$ cat config.mk
export PLATFORM = sky130hd
export DESIGN_NAME = data_sampling_mv
export DESIGN_NICKNAME = d
export VERILOG_FILES = /design/src/rtl/uart_rx_pkg.sv /design/src/rtl/sample_window.sv /design/src/rtl/data_sampling_mv.sv
export SDC_FILE = /design/constraint.sdc
export NUM_CORES = 1
export LEC_CHECK = 0
export ABC_AREA = 1
export BUFFER_PORTS_ARGS = -buffer_cell sky130_fd_sc_hd__buf_2
export CAP_MARGIN = 40
export CORE_MARGIN = 3
export CORE_UTILIZATION = 54
export DETAILED_ROUTE_END_ITERATION = 8
export PLACE_DENSITY = 0.77
export SLEW_MARGIN = 15
export SYNTH_ARGS = -nofsm -noshare
export SYNTH_HDL_FRONTEND = slang
export SYNTH_SLANG_ARGS = --single-unit
$ cat constraint.sdc
create_clock -name CLK -period 5.5 [get_ports CLK]
set_clock_uncertainty 0.15 [all_clocks]
set_input_delay 0.275 -clock CLK [delete_from_list [all_inputs] [get_ports CLK]]
set_output_delay 0.275 -clock CLK [all_outputs]
set_load 0.05 [all_outputs]
$ cat src/rtl/uart_rx_pkg.sv
// Shared definitions for the UART receive path: sample-count constants and the
// helper that turns (prescale, samp_num) into a sampling window.
package uart_rx_pkg;

  localparam int SAMP_LIMIT = 7;
  localparam int SAMP_CNT_W = $clog2(SAMP_LIMIT + 1);

  // Internal width used by the window helper; PRESCALE_W must not exceed it.
  localparam int WIN_W = 16;

  localparam logic [2:0] SAMP_1 = 3'd1;
  localparam logic [2:0] SAMP_3 = 3'd3;
  localparam logic [2:0] SAMP_5 = 3'd5;
  localparam logic [2:0] SAMP_7 = 3'd7;

  localparam logic [WIN_W-1:0] P_MIN = WIN_W'(2);

  typedef struct packed {
    logic [WIN_W-1:0]      lo;
    logic [WIN_W-1:0]      hi;
    logic [SAMP_CNT_W-1:0] n_eff;
    logic                  cfg_err;
  } win_t;

  // Window centred on the mid-bit edge. Any illegal request collapses to a
  // single sample at mid so the receiver keeps working in a degraded mode.
  function automatic win_t calc_window(input logic [WIN_W-1:0] p,
                                       input logic [2:0]       sn,
                                       input logic [2:0]       max_s);
    win_t             w;
    logic [WIN_W-1:0] mid;
    logic [WIN_W-1:0] h;
    logic             legal;
    mid   = (p < P_MIN) ? '0 : (p >> 1) - WIN_W'(1);
    h     = WIN_W'((sn - 3'd1) >> 1);
    legal = ((sn == SAMP_1) || (sn == SAMP_3) || (sn == SAMP_5) || (sn == SAMP_7)) &&
            (sn <= max_s) && (p >= P_MIN) && (mid >= h);
    w.cfg_err = ~legal;
    w.n_eff   = legal ? SAMP_CNT_W'(sn) : SAMP_CNT_W'(1);
    w.lo      = legal ? (mid - h) : mid;
    w.hi      = legal ? (mid + h) : mid;
    return w;
  endfunction

endpackage

$ cat src/rtl/sample_window.sv
// Combinational window decode for the majority-vote sampler.
module sample_window
  import uart_rx_pkg::*;
#(
  parameter int PRESCALE_W  = 6,
  parameter int MAX_SAMPLES = 5
) (
  input  logic [PRESCALE_W-1:0] prescale,
  input  logic [2:0]            samp_num,
  output logic [PRESCALE_W-1:0] win_lo,
  output logic [PRESCALE_W-1:0] win_hi,
  output logic [SAMP_CNT_W-1:0] n_eff,
  output logic                  cfg_err
);

  win_t w;
  logic unused_win;

  // Decode the window bounds and legality from the frame configuration
  always_comb begin
    w = calc_window(WIN_W'(prescale), samp_num, 3'(MAX_SAMPLES));
  end

  // Bounds never exceed prescale, so the upper bits are always zero.
  assign win_lo     = PRESCALE_W'(w.lo);
  assign win_hi     = PRESCALE_W'(w.hi);
  assign n_eff      = w.n_eff;
  assign cfg_err    = w.cfg_err;
  assign unused_win = ^{w.lo, w.hi};

endmodule

$ cat src/rtl/data_sampling_mv.sv
// Majority-vote sampler: counts ones across a window of oversampling edges
// around mid-bit and emits the voted bit with a one-cycle valid strobe.
module data_sampling_mv
  import uart_rx_pkg::*;
#(
  parameter int PRESCALE_W  = 6,
  parameter int MAX_SAMPLES = 5
) (
  input  logic                  CLK,
  input  logic                  RST,
  input  logic                  data_samp_en,
  input  logic [PRESCALE_W-1:0] edge_cnt,
  input  logic [PRESCALE_W-1:0] prescale,
  input  logic [2:0]            samp_num,
  input  logic                  RX_IN,
  output logic                  sampled_bit,
  output logic                  sample_valid,
  output logic                  noise_err,
  output logic                  cfg_err
);

  logic                  en_q;
  logic                  en_first;
  logic [PRESCALE_W-1:0] prescale_q;
  logic [2:0]            samp_num_q;
  logic [PRESCALE_W-1:0] p_eff;
  logic [2:0]            sn_eff;

  logic [PRESCALE_W-1:0] win_lo;
  logic [PRESCALE_W-1:0] win_hi;
  logic [SAMP_CNT_W-1:0] n_eff;
  logic                  win_cfg_err;

  logic [SAMP_CNT_W-1:0] ones_q;
  logic [SAMP_CNT_W-1:0] taken_q;
  logic                  armed_q;

  logic                  at_zero;
  logic                  in_win;
  logic                  armed_eff;
  logic                  vote;
  logic [SAMP_CNT_W-1:0] ones_tot;
  logic [SAMP_CNT_W-1:0] taken_tot;
  logic [SAMP_CNT_W-1:0] h_eff;

  // The first enabled cycle uses the live inputs so its window is already valid.
  assign en_first = data_samp_en & ~en_q;
  assign p_eff    = en_first ? prescale : prescale_q;
  assign sn_eff   = en_first ? samp_num : samp_num_q;

  sample_window #(
    .PRESCALE_W  (PRESCALE_W),
    .MAX_SAMPLES (MAX_SAMPLES)
  ) u_sample_window (
    .prescale (p_eff),
    .samp_num (sn_eff),
    .win_lo   (win_lo),
    .win_hi   (win_hi),
    .n_eff    (n_eff),
    .cfg_err  (win_cfg_err)
  );

  // Running totals including this cycle's sample, and the vote decision.
  // A bit is only voted once its start (edge 0) has been seen in this frame,
  // so a frame entered mid-bit never produces a partial-window vote.
  always_comb begin
    at_zero   = (edge_cnt == '0);
    in_win    = (edge_cnt >= win_lo) && (edge_cnt <= win_hi);
    ones_tot  = (at_zero ? '0 : ones_q)  + SAMP_CNT_W'(in_win & RX_IN);
    taken_tot = (at_zero ? '0 : taken_q) + SAMP_CNT_W'(in_win);
    armed_eff = armed_q | at_zero;
    vote      = data_samp_en & armed_eff & (edge_cnt == win_hi);
    h_eff     = (n_eff - SAMP_CNT_W'(1)) >> 1;
  end

  // Track enable history and hold the frame configuration until enable drops
  always_ff @(posedge CLK or negedge RST) begin
    if (!RST) begin
      en_q       <= 1'b0;
      prescale_q <= '0;
      samp_num_q <= '0;
    end else begin
      en_q <= data_samp_en;
      if (!data_samp_en) begin
        prescale_q <= '0;
        samp_num_q <= '0;
      end else if (en_first) begin
        prescale_q <= prescale;
        samp_num_q <= samp_num;
      end
    end
  end

  // Accumulate window samples; cleared while idle, at bit start and after a vote
  always_ff @(posedge CLK or negedge RST) begin
    if (!RST) begin
      ones_q  <= '0;
      taken_q <= '0;
      armed_q <= 1'b0;
    end else if (!data_samp_en) begin
      ones_q  <= '0;
      taken_q <= '0;
      armed_q <= 1'b0;
    end else begin
      armed_q <= armed_eff;
      if (vote) begin
        ones_q  <= '0;
        taken_q <= '0;
      end else begin
        ones_q  <= ones_tot;
        taken_q <= taken_tot;
      end
    end
  end

  // Register the voted bit, strobe and status flags
  always_ff @(posedge CLK or negedge RST) begin
    if (!RST) begin
      sampled_bit  <= 1'b1;
      sample_valid <= 1'b0;
      noise_err    <= 1'b0;
      cfg_err      <= 1'b0;
    end else if (!data_samp_en) begin
      sampled_bit  <= 1'b1;
      sample_valid <= 1'b0;
      noise_err    <= 1'b0;
      cfg_err      <= 1'b0;
    end else begin
      sample_valid <= vote;
      cfg_err      <= win_cfg_err;
      if (vote) begin
        sampled_bit <= (ones_tot > h_eff);
        noise_err   <= ((ones_tot != '0) && (ones_tot != n_eff)) || (taken_tot != n_eff);
      end
    end
  end

endmodule

==> reports/qor.txt <==
Final min period - 5.20 ns
main flop type after synthesis - dfrtp_1
Port Buffers - 21
Synth Net Count - 342
Global Route met1 Usage - 0.253
Largest stage delay, worst path - 0.40 ns
met3 Track Usage GR - 0.0317
WL/cell - 13.0 µm
cts bufs inserted - 3
FP Rows - 22
grt peak-use layer - met2
GRT overflow - 0
GR Util met2 - 0.370
Syn Inst Count - 289
CTS Buffer Depth - 2
CP required - 5.50 ns
final setup vio count - 0
Async SR Flop Fraction - 1.00
CP startpoint kind - flop
fin area - 2930 µm²
All-Layer GR Usage - 0.202
vias per cell - 5.07
post-DP HPWL - 3.74 mm
type of the worst setup path - reg -> reg
post-synthesis sequential area ratio - 0.226
pin count of the biggest net entering global routing - 21
Fmax achieved - 192 MHz
clock sinks - 20
H-tree levels - 1
Skew-Pair Late Insertion Delay - 0.26 ns
Residual DRC - 0
Fin. Hold Viols - 0
Clock Root Buffer - clkbuf_8
P&R area growth vs syn - 31.5%
synth cell count leaders - nand2_1, inv_1, ha_1
die extent in x - 70.2 µm
chip height - 70.2 µm
slowest CP cell - dfrtp_1
I/O pins - 23
core area - 3830 µm²
share of the synthesized area in the top cell type - 0.214
synthesized cell area - 2220 µm²
CP bufs+invs - 3
n_diodes - 0
Non-Filler Instances - 402
ratio of cells with drive above 1 in the final layout - 0.376
period utilization - 0.945
setup ws final - 0.301 ns
initial antenna violation count - 0
Max Slew Vio Count - 0
Routability Congestion - 0.923
PwrDens - 252 nW/µm²
most frequent cell after synthesis - nand2_1
outcome - complete, no violations
Synth area leaders - dfrtp_1, ha_1, nand2_1, inv_1, nand2_4
Synth Warn # - 0
number of synthesized register bits - 20
clk slew on worst S/H paths - 0.07 ns
critical path peak fanout - 5
die area - 4930 µm²
post-route antenna net violation count - 0
placed cell area - 2630 µm²
Final #Nets - 408
wire length of the first global-routing pass - 8.36 mm
Worst Hold Class - in -> reg
worst ir drop on vdd - 0.000191 V
CP Data Arrival Time - 5.20 ns
worst slack, placed - -0.174 ns
Post-synth EDFFs - 0
CTS tree - yes
drt pass-1 iters - 4
Max Cap Violations - 0
Distinct cells, synth - 38
via count - 2038
total wire length - 5.23 mm
vias in the first global route - 1971
Initial Utilization - 0.581
post-synth top area cell - dfrtp_1
initial DRC count - 88
Crit path top cell by count - nand2_1
Mean Syn Cell Area - 7.70 µm²
CP Capture Type - flop
setup TNS - 0 ns
static leakage - 1.61 nW
CP delay by family, top - simple AND/OR/NAND/NOR gates
post-placement cell count - 389
==> power breakdown <==
part	leakage, nW	internal, mW	switching [mW]
combinational	1.31	0.196	0.233
sequential	0.265	0.157	0.00347
clock	0.0357	0.0971	0.0494
==> final cells by class <==
type	instances	area (µm²)
Clock buffer	3	41.3
Inverter	56	210
Clock inverter	1	30.0
Timing Repair Buffer	65	473
Fill cell	272	901
Tap cell	48	60.1
Multi-Input combinational cell	209	1610
Sequential cell	20	502
==> per-stage QoR <==
stage,hold slack [ns],power [mW],utilization
2_1_floorplan,-0.171,0.415,-
4_1_cts,0.133,0.681,0.714
5_1_grt,0.176,0.793,0.765
6_report,0.154,0.737,0.765
3_3_place_gp,0.0931,0.518,0.687
3_5_place_dp,0.0949,0.529,0.687
==> layout by cell type, fill, tap and decap left out, types with 9 or more instances in the layout <==
cell     instances
a21oi_1          9
buf_2           22
buf_4           38
dfrtp_1         19
ha_1            27
inv_1           48
nand2_1         49
nand2_4         13
nand3_1          9
nor2_1          21
==> layer usage <==
metal,vias to the layer above,part of all wire
li1,1043,-
met1,970,0.43
met2,25,0.55
met3,0,0.024
met4,0,0
met5,-,0
==> flip-flops by register name (all words and copies together) (netlist names) <==
register / flops
taken_q: 3
noise_err: 1
prescale_q: 5
cfg_err: 1
armed_q: 1
sample_valid: 1
ones_q: 3
samp_num_q: 3
en_q: 1
sampled_bit: 1
==> path summary, 6_finish.rpt <==
path / endpoint / cells after the start / startpoint / slack, ns
setup / recovery: noise_err$_DFFE_PN0P_ / 38 / en_q$_DFF_PN0_ / 0.30
min in group asynchronous: sample_valid$_DFF_PN0_ / 2 / RST / 0.34
hold / removal: en_q$_DFF_PN0_ / 2 / data_samp_en / 0.15
setup reg to reg: noise_err$_DFFE_PN0P_ / 38 / en_q$_DFF_PN0_ / 0.30
hold reg to reg: noise_err$_DFFE_PN0P_ / 2 / noise_err$_DFFE_PN0P_ / 0.34
max in group asynchronous: sampled_bit$_DFFE_PN1P_ / 2 / RST / 4.52
==> cell families (layout without fill, tap and decap cells) <==
logic type	Yosys count	after routing	share of synthesized area
AND/OR/NAND/NOR	123	123	0.295
buffers and inverters	60	125	0.110
AO/OA/AOI/OAI	41	41	0.133
adder cells (fa/ha/maj)	34	34	0.195
flip-flops	20	20	0.226
XOR/XNOR	10	10	0.0394
other	1	1	0.00169
==> what timing repair did <==
item	in CTS	in global routing
pin swaps	1	25
endpoints found under the hold margin	19	0
gates cloned	0	2
endpoints found under the setup margin	2	4
gates resized for setup	5	37
hold buffers	1	0
setup buffers	0	6
Power figures use the tool's default switching activity.
